--- config.mk ---
export PLATFORM = sky130hd
export DESIGN_NAME = motor_speed_timer_ctrl
export DESIGN_NICKNAME = d
export VERILOG_FILES = /design/src/rtl/motor_pkg.sv /design/src/rtl/pwm_generator.sv /design/src/rtl/motor_speed_timer_ctrl.sv
export SDC_FILE = /design/constraint.sdc
export NUM_CORES = 1
export LEC_CHECK = 0
export BUFFER_PORTS_ARGS = -buffer_cell sky130_fd_sc_hd__buf_2
export CAP_MARGIN = 15
export CELL_PAD_IN_SITES_DETAIL_PLACEMENT = 0
export CELL_PAD_IN_SITES_GLOBAL_PLACEMENT = 1
export CORE_ASPECT_RATIO = 1.1
export CORE_UTILIZATION = 32
export CTS_BUF_LIST = sky130_fd_sc_hd__clkbuf_2 sky130_fd_sc_hd__clkbuf_4 sky130_fd_sc_hd__clkbuf_8
export DETAILED_ROUTE_END_ITERATION = 10
export HOLD_SLACK_MARGIN = 0.15
export PLACE_DENSITY = 0.57
export SYNTH_ARGS = -nofsm -noshare
export SYNTH_HDL_FRONTEND = slang
export SYNTH_HIERARCHICAL = 1
export SYNTH_SLANG_ARGS = --single-unit
--- constraint.sdc ---
create_clock -name i_clk -period 4.45 [get_ports i_clk]
set_input_delay 0.89 -clock i_clk [delete_from_list [all_inputs] [get_ports i_clk]]
set_output_delay 0.89 -clock i_clk [all_outputs]
set_load 0.005 [all_outputs]
--- src/rtl/motor_pkg.sv ---
// Shared speed encoding and default duty constants for the motor controller and display decoder.
package motor_pkg;

    localparam logic [1:0] SPEED_OFF  = 2'd0;
    localparam logic [1:0] SPEED_LOW  = 2'd1;
    localparam logic [1:0] SPEED_MID  = 2'd2;
    localparam logic [1:0] SPEED_HIGH = 2'd3;

    localparam int unsigned DEF_DUTY_LOW  = 3;
    localparam int unsigned DEF_DUTY_MID  = 6;
    localparam int unsigned DEF_DUTY_HIGH = 9;

    // OFF->LOW->MID->HIGH->OFF is a plain 2-bit increment with wrap.
    function automatic logic [1:0] next_speed(input logic [1:0] speed);
        return speed + 2'd1;
    endfunction

endpackage

--- src/rtl/pwm_generator.sv ---
// Tick-driven PWM: period counter, duty latch updated at wrap or on demand, registered output.
module pwm_generator #(
    parameter int unsigned PWM_PERIOD = 10,
    parameter int unsigned DW         = $clog2(PWM_PERIOD + 1)
) (
    input  logic          i_clk,
    input  logic          i_reset,
    input  logic          i_tick,
    input  logic          i_running,
    input  logic          i_load_now,
    input  logic          i_clear,
    input  logic [DW-1:0] i_duty,
    output logic          o_pwm
);

    logic [DW-1:0] r_cnt;
    logic [DW-1:0] r_duty;
    logic          r_pwm;
    logic          w_wrap;

    assign w_wrap = i_tick && (r_cnt == DW'(PWM_PERIOD - 1));

    always_ff @(posedge i_clk) begin
        if (i_reset) begin
            r_cnt  <= '0;
            r_duty <= '0;
            r_pwm  <= 1'b0;
        end else begin
            r_pwm <= i_running && (r_cnt < r_duty);
            if (i_load_now) begin
                r_cnt <= '0;
            end else if (i_tick) begin
                r_cnt <= w_wrap ? '0 : r_cnt + DW'(1);
            end
            // Duty only changes at a period boundary so a running period is never truncated.
            if (i_clear) begin
                r_duty <= '0;
            end else if (i_load_now || w_wrap) begin
                r_duty <= i_duty;
            end
        end
    end

    assign o_pwm = r_pwm;

endmodule

--- src/rtl/motor_speed_timer_ctrl.sv ---
// Fan/motor controller: speed FSM, auto-off countdown timer in seconds, and PWM drive.
module motor_speed_timer_ctrl
    import motor_pkg::*;
#(
    parameter int unsigned TICKS_PER_SEC = 1000,
    parameter int unsigned PWM_PERIOD    = 10,
    parameter int unsigned DUTY_LOW      = DEF_DUTY_LOW,
    parameter int unsigned DUTY_MID      = DEF_DUTY_MID,
    parameter int unsigned DUTY_HIGH     = DEF_DUTY_HIGH,
    parameter int unsigned TIMER_STEP_S  = 30,
    parameter int unsigned TIMER_MAX_S   = 90
) (
    input  logic       i_clk,
    input  logic       i_reset,
    input  logic       i_tick,
    input  logic       i_btn_speed,
    input  logic       i_btn_timer,
    input  logic       i_btn_stop,
    output logic       o_pwm,
    output logic [1:0] o_speed,
    output logic [6:0] o_timer_s,
    output logic       o_running
);

    localparam int unsigned DW = $clog2(PWM_PERIOD + 1);
    localparam int unsigned SW = (TICKS_PER_SEC > 1) ? $clog2(TICKS_PER_SEC) : 1;

    logic [1:0]    r_state;
    logic [6:0]    r_timer;
    logic [SW-1:0] r_sec;

    logic [1:0]    w_state_d;
    logic [6:0]    w_timer_d;
    logic [SW-1:0] w_sec_d;
    logic [7:0]    w_sum;
    logic          w_expire;
    logic          w_load_now;
    logic          w_clear;
    logic [DW-1:0] w_duty;

    function automatic logic [DW-1:0] duty_of(input logic [1:0] speed);
        logic [DW-1:0] duty;
        unique case (speed)
            SPEED_LOW:  duty = DW'(DUTY_LOW);
            SPEED_MID:  duty = DW'(DUTY_MID);
            SPEED_HIGH: duty = DW'(DUTY_HIGH);
            default:    duty = '0;
        endcase
        return duty;
    endfunction

    always_ff @(posedge i_clk) begin
        if (i_reset) begin
            r_state <= SPEED_OFF;
            r_timer <= '0;
            r_sec   <= '0;
        end else begin
            r_state <= w_state_d;
            r_timer <= w_timer_d;
            r_sec   <= w_sec_d;
        end
    end

    always_comb begin
        w_state_d = r_state;
        w_timer_d = r_timer;
        w_sec_d   = r_sec;
        w_expire  = 1'b0;
        w_sum     = '0;
        if ((r_timer != 7'd0) && i_tick) begin
            if (r_sec == SW'(TICKS_PER_SEC - 1)) begin
                w_sec_d   = '0;
                w_timer_d = r_timer - 7'd1;
                w_expire  = (r_timer == 7'd1);
            end else begin
                w_sec_d = r_sec + SW'(1);
            end
        end
        if (i_btn_stop || w_expire) begin
            w_state_d = SPEED_OFF;
        end else begin
            if (i_btn_speed) begin
                w_state_d = next_speed(r_state);
            end
            // A step added mid-count keeps the second counter running.
            if (i_btn_timer && (r_state != SPEED_OFF) && (w_state_d != SPEED_OFF)) begin
                w_sum     = {1'b0, w_timer_d} + 8'(TIMER_STEP_S);
                w_timer_d = (w_sum > 8'(TIMER_MAX_S)) ? 7'd0 : w_sum[6:0];
            end
        end
        if (w_state_d == SPEED_OFF) begin
            w_timer_d = '0;
        end
        if (w_timer_d == 7'd0) begin
            w_sec_d = '0;
        end
    end

    always_comb begin
        w_load_now = (r_state == SPEED_OFF) && (w_state_d != SPEED_OFF);
        w_clear    = (w_state_d == SPEED_OFF);
        w_duty     = w_load_now ? duty_of(w_state_d) : duty_of(r_state);
        o_speed    = r_state;
        o_running  = (r_state != SPEED_OFF);
        o_timer_s  = r_timer;
    end

    pwm_generator #(
        .PWM_PERIOD(PWM_PERIOD),
        .DW        (DW)
    ) u_pwm (
        .i_clk     (i_clk),
        .i_reset   (i_reset),
        .i_tick    (i_tick),
        .i_running (o_running),
        .i_load_now(w_load_now),
        .i_clear   (w_clear),
        .i_duty    (w_duty),
        .o_pwm     (o_pwm)
    );

endmodule
==> impl_metrics.json <==
{
  "power.total_mw": 0.513,
  "worstSetupPathType": "register to register",
  "fp.dieW_um": 77.7,
  "drcViolationCount": 0,
  "drt_iter0_markers": 84,
  "ys_warn_count": 6,
  "relSlewSlack": 0.496,
  "powerDensity_nw_per_um2": 225,
  "die_y_um": 85.3,
  "yosysUniqueCellTypes": 50,
  "drive_gt1_frac": 0.154,
  "finalCritPeriodShare": 0.863,
  "worst_setup_path_end_kind": "register",
  "crit_chain": "nor4_1, and3b_1, nor2_1, buf_4, a21o_1, ha_1, nand3_1, or4_1, a211o_1, a31oi_4, nor3_1",
  "rows": 29,
  "wirelength_um": 4830,
  "dieArea_um2": 6630,
  "rsz0062_at_grt": "false",
  "place.gp.congestion": 0.742,
  "yosys.area.top_type": "dfxtp_1",
  "synth-main-ff-cell": "dfxtp_1",
  "cap_violations": 0,
  "overflow": 0,
  "final.fill_count": 628,
  "timing.fmax_mhz": 260,
  "ant_nets": 0,
  "worst_slew_pin_slew_ns": 0.736,
  "synthTopCellsByArea": "dfxtp_1 28%, ha_1 11%, xnor2_1 4.8%, xor2_1 4.8%, nor3_1 4.7%",
  "fin_skew_ns": 0.00295,
  "cts_resized": 0,
  "post-cts-setup-buffers": 0,
  "setup_tns_ns": 0,
  "netlist.area_leader.share": 0.278,
  "routedWlPerCell_um": 14.3,
  "clk_pin_slew_ns": 0.10,
  "dp_slack_ns": 0.427,
  "start_util": 0.341,
  "cts_sinks": 28,
  "drv_slew": 0,
  "async_reset_ff_frac": 0,
  "placed_cell_area_um2": 2200,
  "antenna_cells": 0,
  "io_buffers": 16,
  "cts_htree_levels": 1,
  "hp-class": "register to register",
  "switching_share": 0.235,
  "core-area_um2": 5910,
  "p_int_mw": 0.392,
  "antenna_found_initial": 0,
  "start_kind": "register",
  "grt_pass1_wl_um": 8580,
  "grt_start_max_net_pins": 17,
  "grt_pass1_vias": 1779,
  "finalSetupViolCount": 0,
  "timing.critical_path.buf_inv": 1,
  "via_per_inst": 5.18,
  "vias": 1746,
  "ys_ff_latch": 28,
  "multi_input_area_um2": 1370,
  "layout.nets": 285,
  "cp_top_family": "simple AND/OR/NAND/NOR gates",
  "dr.pass1.iters": 4,
  "slowest_delay_ns": 0.60,
  "utilization": 0.385,
  "slowest_stage": "nor4_1",
  "io_pins": 17,
  "synthesis.instances": 242,
  "cp.required_ns": 4.62,
  "clkPwrFrac": 0.404,
  "leakage_nw": 0.911,
  "syn_nets": 266,
  "track_usage": 0.162,
  "ctsLongestPathBuffers": 2,
  "synth.yosys.seq_area_share": 0.278,
  "avgSynthCellArea_um2": 8.34,
  "synthesis.area_um2": 2020,
  "crit_fanout": 10,
  "synth_edf_count": 0,
  "ir_worst_vdd_uv": 135,
  "crit_arrival_ns": 4.01,
  "design_area_um2": 2280,
  "p_switching_mw": 0.120,
  "setup_ws_ns": 0.610,
  "p_seq_frac": 0.500,
  "dp_hpwl_um": 3710,
  "area_growth_pct": 12.8,
  "root_buffer": "clkbuf_8",
  "run_status": "completed",
  "clock_latency_ns": 0.28,
  "holdBufCountCts": 0,
  "numCtsBuffers": 3,
  "min_period_ns": 3.84,
  "combPwrFrac": 0.096,
  "finalHoldViolCount": 0,
  "cts_tree": "yes",
  "regArea_um2": 561
}
==> worst paths after layout <==
kind	from	slack, ns	depth (start not counted)	to
hold reg to reg	u_pwm/r_duty[0]$_SDFFE_PP0P_	0.46	2	u_pwm/r_duty[0]$_SDFFE_PP0P_
hold / removal	u_pwm/r_duty[0]$_SDFFE_PP0P_	0.46	2	u_pwm/r_duty[0]$_SDFFE_PP0P_
setup reg to reg	o_timer_s[4]$_SDFF_PP0_	0.61	11	r_sec[0]$_SDFFE_PP0N_
setup / recovery	o_timer_s[4]$_SDFF_PP0_	0.61	11	r_sec[0]$_SDFFE_PP0N_
==> power by group through the flow <==
stage | clock network (mW) | logic [mW] | registers, mW
3_3_place_gp | 0 | 0.0504 | 0.262
5_1_grt | 0.227 | 0.0558 | 0.257
6_report | 0.207 | 0.0493 | 0.256
4_1_cts | 0.217 | 0.0505 | 0.256
3_5_place_dp | 0 | 0.0504 | 0.262
2_1_floorplan | 0 | 0.0337 | 0.261
==> synth_stat cells, drive strengths merged, types with 5 or more instances <==
cell / count
nand3b: 5
nand4: 7
nor2: 19
xor2: 11
a211oi: 5
xnor2: 12
mux2i: 6
nand3: 10
nor3: 19
dfxtp: 28
inv: 15
clkbuf: 5
nand2: 23
o21ai: 8
ha: 18
a21oi: 11
==> tightest hold or removal path: cells and delay by family (launching register included) <==
| kind | cells | cell delay, ns |
|---|---|---|
| simple gates | 1 | 0.05 |
| mux | 1 | 0.05 |
| flops | 1 | 0.32 |
==> layout by cell type (no fill, tap or decap), types with 2 or more instances in the layout <==
master / instances
a211oi_1: 5
a21o_1: 2
a21oi_1: 11
and2_1: 2
buf_2: 16
buf_4: 6
clkbuf_8: 3
dfxtp_1: 28
ha_1: 18
inv_1: 14
mux2_2: 2
mux2i_1: 6
nand2_1: 23
nand3_1: 10
nand3b_1: 4
nand4_1: 7
nor2_1: 18
nor3_1: 19
nor4_1: 3
o211ai_1: 2
o21ai_0: 8
or2_2: 3
or3_1: 2
or4_1: 2
xnor2_1: 11
xor2_1: 11
==> cells by family after synthesis <==
kind of cell,synth area share
simple gates,0.267
fa+ha+maj,0.112
compound gates,0.154
xor+xnor,0.104
mux,0.0409
flops,0.278
buf+inv,0.0453
==> per-layer routing <==
layer	up-vias	track usage	wire [um]
li1	900	-	-
met1	810	0.212	2360
met2	32	0.274	2290
met3	4	0.0151	117
met4	0	0.0583	59
met5	-	0	0
==> per-stage QoR <==
stage	cells	hold slack [ns]
2_1_floorplan	242	0.435
6_report	337	0.463
3_5_place_dp	333	0.453
3_3_place_gp	333	0.449
4_1_cts	337	0.471
5_1_grt	337	0.497
==> flip-flops by register name, indices dropped and copies added (netlist names) <==
name and count:
o_timer_s 7, u_pwm/o_pwm 1, o_speed 2, u_pwm/r_duty 4
u_pwm/r_cnt 4, r_sec 10
==> area by class of cell <==
cell class                 instances  share of cell area
sequential                        28               0.246
inverter                          15              0.0247
clock inverter                     1              0.0132
timing repair buffer              22              0.0550
multi-input combinational        191               0.600
tap                               77              0.0423
clock buffer                       3              0.0181
No activity file was read; power rests on OpenSTA's default activity.
